## src/rtl/alu_ctrl_pkg.sv

```systemverilog
// Shared encodings for the ALU issue path: function codes, op classes and sequencer states.
package alu_ctrl_pkg;

    localparam logic [3:0] F_ADD = 4'b1111;
    localparam logic [3:0] F_SUB = 4'b1110;
    localparam logic [3:0] F_AND = 4'b1101;
    localparam logic [3:0] F_OR  = 4'b1100;
    localparam logic [3:0] F_MUL = 4'b0001;
    localparam logic [3:0] F_DIV = 4'b0010;
    localparam logic [3:0] F_SLL = 4'b1010;
    localparam logic [3:0] F_SLR = 4'b1011;
    localparam logic [3:0] F_ROL = 4'b1000;
    localparam logic [3:0] F_ROR = 4'b1001;
    localparam logic [3:0] NOP   = 4'b0000;

    // {ALUOp1,ALUOp0} classes; 2'b11 is undefined.
    localparam logic [1:0] CLS_A = 2'b00;
    localparam logic [1:0] CLS_B = 2'b10;
    localparam logic [1:0] CLS_C = 2'b01;

    typedef enum logic [1:0] {
        ST_IDLE   = 2'd0,
        ST_EXEC   = 2'd1,
        ST_MULDIV = 2'd2
    } state_t;

    function automatic logic funct_is_legal(input logic [3:0] f);
        logic ok;
        ok = 1'b0;
        case (f)
            F_ADD, F_SUB, F_AND, F_OR, F_MUL,
            F_DIV, F_SLL, F_SLR, F_ROL, F_ROR: ok = 1'b1;
            default:                           ok = 1'b0;
        endcase
        return ok;
    endfunction

endpackage

```

## src/rtl/alu_op_decode.sv

```systemverilog
// Combinational op decode: op class plus function code to ALU control code and op kind.
module alu_op_decode
    import alu_ctrl_pkg::*;
(
    input  logic       aluop1,
    input  logic       aluop0,
    input  logic [3:0] funct,
    output logic [3:0] code,
    output logic       is_mul,
    output logic       is_div,
    output logic       legal
);

    always_comb begin
        code   = NOP;
        is_mul = 1'b0;
        is_div = 1'b0;
        legal  = 1'b0;
        case ({aluop1, aluop0})
            CLS_A: begin
                if (funct_is_legal(funct)) begin
                    legal  = 1'b1;
                    code   = funct;
                    is_mul = (funct == F_MUL);
                    is_div = (funct == F_DIV);
                end
            end
            // Classes B and C never look at funct, so an undriven funct is harmless.
            CLS_B: begin
                legal = 1'b1;
                code  = F_ADD;
            end
            CLS_C: begin
                legal = 1'b1;
                code  = F_SUB;
            end
            default: begin
                legal = 1'b0;
            end
        endcase
    end

endmodule

```

## src/rtl/alu_op_sequencer.sv

```systemverilog
// Issue controller between decode and the ALU: resolves the control code, runs
// single-cycle ops back to back and sequences multi-cycle MUL/DIV with a stall.
module alu_op_sequencer
    import alu_ctrl_pkg::*;
#(
    parameter int MUL_LAT = 4,
    parameter int DIV_LAT = 8,
    parameter int CNT_W   = 4
) (
    input  logic       clk,
    input  logic       rst,
    input  logic       op_valid,
    output logic       op_ready,
    input  logic       ALUOp1,
    input  logic       ALUOp0,
    input  logic [3:0] funct,
    input  logic       flush,
    output logic [3:0] alu_ctrl,
    output logic       mul_start,
    output logic       div_start,
    output logic       stall,
    output logic       result_valid,
    output logic       illegal_op,
    output logic [1:0] state_dbg
);

    localparam logic [CNT_W-1:0] MUL_LOAD = CNT_W'(MUL_LAT - 2);
    localparam logic [CNT_W-1:0] DIV_LOAD = CNT_W'(DIV_LAT - 2);

    state_t           state;
    logic [CNT_W-1:0] cnt;
    logic [3:0]       dec_code;
    logic             dec_is_mul;
    logic             dec_is_div;
    logic             dec_legal;
    logic             accept;

    alu_op_decode u_decode (
        .aluop1 (ALUOp1),
        .aluop0 (ALUOp0),
        .funct  (funct),
        .code   (dec_code),
        .is_mul (dec_is_mul),
        .is_div (dec_is_div),
        .legal  (dec_legal)
    );

    // Handshake: an op transfers on any rising edge where op_valid && op_ready;
    // the producer holds the op stable while op_ready is low. flush drops
    // op_ready in the same cycle so a flushed op is never taken.
    assign op_ready  = (state != ST_MULDIV) && !flush;
    assign accept    = op_valid && op_ready;
    assign state_dbg = state;

    always_ff @(posedge clk or negedge rst) begin
        if (!rst) begin
            state        <= ST_IDLE;
            cnt          <= '0;
            alu_ctrl     <= NOP;
            mul_start    <= 1'b0;
            div_start    <= 1'b0;
            stall        <= 1'b0;
            result_valid <= 1'b0;
            illegal_op   <= 1'b0;
        end else begin
            mul_start    <= 1'b0;
            div_start    <= 1'b0;
            result_valid <= 1'b0;
            illegal_op   <= 1'b0;
            if (flush) begin
                state    <= ST_IDLE;
                cnt      <= '0;
                stall    <= 1'b0;
                alu_ctrl <= NOP;
            end else if (state == ST_MULDIV) begin
                // The result appears the cycle after the count reaches zero.
                if (cnt == '0) begin
                    state        <= ST_IDLE;
                    stall        <= 1'b0;
                    result_valid <= 1'b1;
                    alu_ctrl     <= NOP;
                end else begin
                    cnt <= cnt - 1'b1;
                end
            end else if (accept) begin
                if (!dec_legal) begin
                    state      <= ST_IDLE;
                    illegal_op <= 1'b1;
                    alu_ctrl   <= NOP;
                end else if (dec_is_mul) begin
                    state     <= ST_MULDIV;
                    cnt       <= MUL_LOAD;
                    stall     <= 1'b1;
                    mul_start <= 1'b1;
                    alu_ctrl  <= dec_code;
                end else if (dec_is_div) begin
                    state     <= ST_MULDIV;
                    cnt       <= DIV_LOAD;
                    stall     <= 1'b1;
                    div_start <= 1'b1;
                    alu_ctrl  <= dec_code;
                end else begin
                    state        <= ST_EXEC;
                    result_valid <= 1'b1;
                    alu_ctrl     <= dec_code;
                end
            end else begin
                state    <= ST_IDLE;
                alu_ctrl <= NOP;
            end
        end
    end

endmodule
```

## config.mk

```make
export PLATFORM = sky130hd
export DESIGN_NAME = alu_op_sequencer
export DESIGN_NICKNAME = d
export VERILOG_FILES = /design/src/rtl/alu_ctrl_pkg.sv /design/src/rtl/alu_op_decode.sv /design/src/rtl/alu_op_sequencer.sv
export SDC_FILE = /design/constraint.sdc
export NUM_CORES = 1
export LEC_CHECK = 0
export CAP_MARGIN = 5
export CORE_MARGIN = 3
export CORE_UTILIZATION = 33
export DETAILED_ROUTE_END_ITERATION = 10
export PLACE_DENSITY = 0.58
export SLEW_MARGIN = 10
export SYNTH_ARGS = -nofsm -noshare
export SYNTH_HDL_FRONTEND = slang
export SYNTH_SLANG_ARGS = --single-unit
```

## constraint.sdc

```tcl
create_clock -name clk -period 4.5 [get_ports clk]
set_clock_uncertainty 0.1 [all_clocks]
set_input_delay 0.45 -clock clk [delete_from_list [all_inputs] [get_ports clk]]
set_output_delay 0.45 -clock clk [all_outputs]
set_load 0.05 [all_outputs]
```

==> metrics.txt, run 1 <==
CTS H-Tree Depth=1; Final Util=a little under half; Max Clk Rate=0.379 GHz; Synth area leader=dfrtp_1; Starting Density=between 30% and 40%; Mapped Area=~820 µm²; ranking of synthesized cells by area=dfrtp_1, ha_1, nor4b_4, o2bb2ai_1, nor2_1; CP startpoint kind=input port; drt wl/cell=between 10 and 15 µm; Yosys warning count=0; Overall Power=266 µW; Post-Syn Nets=between 90 and 100; placed cell area=roughly 1100 µm²; Total Negative Setup Slacks=0 ps; DRT met1 WL=782 µm; layout cells sized above 1=10.2%; antenna violations before repair=0; total number of vias=625; Max-Cap Viols=0; worst hold start=alu_ctrl[3]; Setup Fix Bufs, Post-CTS=0; Final setup viols=0; global route overflow=0; Area Overhead vs Synth=31.8%; Port Buffers=21; largest net degree at the start of global routing=16; number of DRC markers in iteration 0=10; num ports=22; Detailed Place HPWL=1250 µm; Seq/Total Area, Yosys=45.6%; Antenna diodes=0; critical path type=input port to primary output; Synth top area share=45.6%; nets@finish=115; routed wl met2=703 µm; drt first pass iters=4; Vias/cell=4.96; Worst slew margin=~55%; Mapped Cells=75; Worst-Margin Slew=around 700 ps; Max VDD drop=between 100 and 150 µV; first-pass GRT wire length=2710 µm; run status=finished, final reports clean; commonest non-fill, non-tap cells in the layout=clkdlybuf4s50_1, dfrtp_1, nor2_1; P per Cell Area=between 200 and 250 nW/µm²; Total GRT Usage=10.6%; Worst-Skew Late Latency=~270 ps; Resize count post-CTS=0; r2r startpoint=state_dbg[0]; CP required=3950 ps; clock-pin transition on the worst setup and hold timing paths=90 ps; Crit. Startpoint=flush; drt total wl=1600 µm; leakage=roughly 0.0005 µW; number of core rows=17; min Tclk post-route=2640 ps; # clock sinks=15; CTS tree=yes; CTS Buffer Depth=2; Max FO, Critical Path=10; Slew Viols, Final=0; DRC Markers=0; commonest non-fill, non-tap cell in the layout=clkdlybuf4s50_1; total core area=2300 µm²; Hold WS=around 400 ps; count of cell types in the netlist=31; period utilization=58.7%; RSZ-0062 raised after global routing=no; cts bufs inserted=3; Die H=56.0 µm; Yosys reg bits=15; CP endpoint kind=primary output; Die X=~56 µm; post-route design area=1080 µm²; Root Driver=clkbuf_4; ANT nets after route=0; die area=3130 µm²; vias in the first global route=612; CTS Hold Buffers Added=0; syn avg cell area=approximately 11 µm²; total length of routed met3 wires=a little under 100 µm; Final Hold Viols=0; max layer used=met4; critical path arrival=2090 ps; RD Place Congestion=0.745; Tightest Hold Check Type=flop to flop
==> synth_stat cells <==
| library cell | instances |
|---|---|
| a211o_1 | 1 |
| a211oi_1 | 2 |
| a21boi_0 | 1 |
| a21o_1 | 2 |
| a21oi_1 | 3 |
| a31oi_1 | 2 |
| a32o_2 | 1 |
| and2b_2 | 1 |
| and3_2 | 1 |
| and4b_2 | 1 |
| buf_2 | 2 |
| dfrtp_1 | 15 |
| ha_1 | 6 |
| inv_1 | 6 |
| nand2_1 | 1 |
| nand2b_1 | 2 |
| nor2_1 | 8 |
| nor2b_1 | 2 |
| nor3_1 | 2 |
| nor3_2 | 1 |
| nor3b_1 | 1 |
| nor4_1 | 1 |
| nor4b_1 | 1 |
| nor4b_4 | 2 |
| o211a_1 | 1 |
| o21a_1 | 1 |
| o21ai_0 | 1 |
| o22ai_1 | 1 |
| o2bb2ai_1 | 4 |
| or3_1 | 1 |
| xor2_1 | 1 |
==> state kept, by name, indices dropped and copies added, names as in the netlist <==
signal	cells
alu_ctrl	4
cnt	4
state_dbg	2
div_start	1
illegal_op	1
mul_start	1
result_valid	1
stall	1
==> layer usage <==
metal	vias to the layer above	GRT usage, %
met5	-	0
met4	0	2.03
met3	2	2.78
met2	16	16.0
met1	291	15.3
li1	316	-
==> through the flow <==
step	worst slack (ps)	instances
6_report	1860	126
5_1_grt	1760	126
4_1_cts	1850	126
3_5_place_dp	1850	122
3_3_place_gp	1860	122
2_1_floorplan	2340	75
==> cells by family after synthesis <==
family | Yosys count | share of synthesized area [%]
buffers and inverters | 8 | 3.95
XOR/XNOR | 1 | 1.06
flip-flops | 15 | 45.6
AO/OA/AOI/OAI | 20 | 18.1
adder cells (fa/ha/maj) | 6 | 9.12
AND/OR/NAND/NOR | 25 | 22.2
==> final cells by class <==
cell class / count / area, µm²
inverters: 6 / 22.5
well taps: 28 / 35.0
multi-input cells: 52 / 415
flip-flops and latches: 15 / 375
repair buffers: 21 / 210
fillers: 222 / 1210
clock buffers: 4 / 26.3
==> critical path, stage by stage <==
cell and delay (ps):
clkdlybuf4s50_1 580, nor2_1 230, clkdlybuf4s50_1 830
==> final timing paths <==
path	cells past startpoint	to	slack, ps
worst max-delay path	3	op_ready	1860
worst min-delay path	1	alu_ctrl[3]	400
worst max register to register	4	cnt[3]	2610
worst min register to register	1	alu_ctrl[3]	400
max in group asynchronous	1	cnt[2]	3390
min in group asynchronous	1	mul_start	480
==> power by group <==
part	internal [µW]	switching, µW
clock network	34.2	40.1
registers	138	1.24
logic	20.6	31.7
Note: power is estimated with default switching activity, not from simulation.
==> inputs of run 2 (changes only) <==
--- a/config.mk
+++ b/config.mk
@@ -9,7 +9,7 @@
 export CORE_MARGIN = 3
 export CORE_UTILIZATION = 33
 export DETAILED_ROUTE_END_ITERATION = 10
-export PLACE_DENSITY = 0.58
+export PLACE_DENSITY = 0.6
 export SLEW_MARGIN = 10
 export SYNTH_ARGS = -nofsm -noshare
 export SYNTH_HDL_FRONTEND = slang
==> constraint.sdc (replaced) <==
create_clock -name clk -period 2.3 [get_ports clk]
set_clock_uncertainty 0.1 [all_clocks]
set_input_delay 0.23 -clock clk [delete_from_list [all_inputs] [get_ports clk]]
set_output_delay 0.23 -clock clk [all_outputs]
set_load 0.05 [all_outputs]
==> run 2 against run 1 <==
- hold slack lost 160 ps
- largest cell class unchanged
- clock power grew 100%
- sequential share of layout area shrank 0.89 points
- combinational power grew 100%
- power grew 98%
- global-route usage grew 1.8 points
- via count grew 2.7%
- flip-flop and latch count is the same
- utilization grew 1.3 points
- critical path depth grew 4
- highest routed layer is now met3
==> metrics.txt, run 2 (synthesized netlist as in run 1, its figures left out) <==
commonest non-fill, non-tap cells in the layout=clkdlybuf4s50_1, dfrtp_1, nor2_1; period utilization=85.4%; Die X=56.0 µm; Max Clk Rate=approximately 0.5 GHz; Reg area=375 µm²; Starting Density=~36%; CTS Hold Buffers Added=0; P per Cell Area=about 470 nW/µm²; ANT nets after route=0; Die H=about 56 µm; CP startpoint kind=input port; Worst slew margin=55.2%; number of core rows=17; Tightest Hold Check Type=input port to asynchronous set/reset pin; CTS tree=yes; Detailed Place HPWL=approximately 1400 µm; layout cells sized above 1=about 16%; Max-Cap Viols=0; Total Negative Setup Slacks=0 ps; number of DRC markers in iteration 0=18; total number of vias=~640; global route overflow=0; DRT met1 WL=between 800 and 900 µm; Port Buffers=21; Area Overhead vs Synth=35.3%; Resize count post-CTS=0; commonest non-fill, non-tap cell in the layout=clkdlybuf4s50_1; Worst-Skew Late Latency=290 ps; critical path arrival=2050 ps; RD Place Congestion=~0.8; CTS H-Tree Depth=1; CTS Buffer Depth=2; first-pass GRT wire length=3040 µm; DRC Markers=0; largest net degree at the start of global routing=16; routed wl met2=823 µm; vias in the first global route=~640; antenna violations before repair=0; critical path type=input port to flop; min Tclk post-route=1970 ps; Max VDD drop=279 µV; cell count after placement=126; CP required=2380 ps; Final setup viols=0; Fill cells=229; Max FO, Critical Path=4; Multi-input gate area=approximately 420 µm²; RSZ-0062 raised after global routing=no; nets@finish=119; clock-pin transition on the worst setup and hold timing paths=90 ps; CP endpoint kind=flop; Hold WS=243 ps; total length of routed met3 wires=a little under 90 µm; Final Util=about half; drt first pass iters=4; Total GRT Usage=12.4%; leakage=0.000523 µW; # clock sinks=15; Antenna diodes=0; Vias/cell=4.94; total core area=about 2300 µm²; max layer used=met3; drt total wl=1780 µm; worst reg2reg path depth=6; cts bufs inserted=3; Worst-Margin Slew=669 ps; Slew Viols, Final=0; Root Driver=clkbuf_4; Final Hold Viols=0; run status=finished, final reports clean; die area=about 3100 µm²; drt wl/cell=13.7 µm; Non-Filler Instances=130; num ports=22; Setup Fix Bufs, Post-CTS=0
[run 2: report_power, final]
part           leakage, µW  internal [µW]  switching, µW  total, µW
clock network    0.0000177           64.6           84.0        149
registers         0.000207            269           2.47        272
logic             0.000299           43.2           63.4        107
[run 2: cell type report]
cell class,count,area share (%)
sequential,15,33.7
inverter,6,2.02
multi-input combinational,52,37.3
clock buffer,3,2.02
clock inverter,1,0.449
timing repair buffer,25,21.3
tap,28,3.15
[run 2: worst paths after layout]
path | from | end | slack [ps]
setup / recovery | funct[0] | cnt[3] | 330
hold / removal | rst | cnt[2] | 240
setup reg to reg | cnt[0] | cnt[3] | 360
hold reg to reg | alu_ctrl[0] | alu_ctrl[0] | 400
max in group asynchronous | rst | illegal_op | 1420
min in group clk | alu_ctrl[0] | alu_ctrl[0] | 400
[run 2: per-layer routing]
metal  up-vias  track usage, %
li1        326               -
met1       299            16.7
met2        17            18.2
met3         0            5.34
met4         0            3.05
met5         -               0
[run 2: metrics by stage]
stage          setup slack [ps]  total power, µW  instance area, µm²
6_report                    335              527                1110
4_1_cts                     333              536                1110
3_5_place_dp               15.4              385                1090
5_1_grt                     215              559                1110
3_3_place_gp               56.4              384                1090
2_1_floorplan               269              335                 823
[run 2: critical path: stages]
cell             delay, ps
clkdlybuf4s50_1        500
inv_1                   50
ha_1                   330
nor4b_4                270
nor4b_4                300
nor2_1                 100
a32o_2                 270
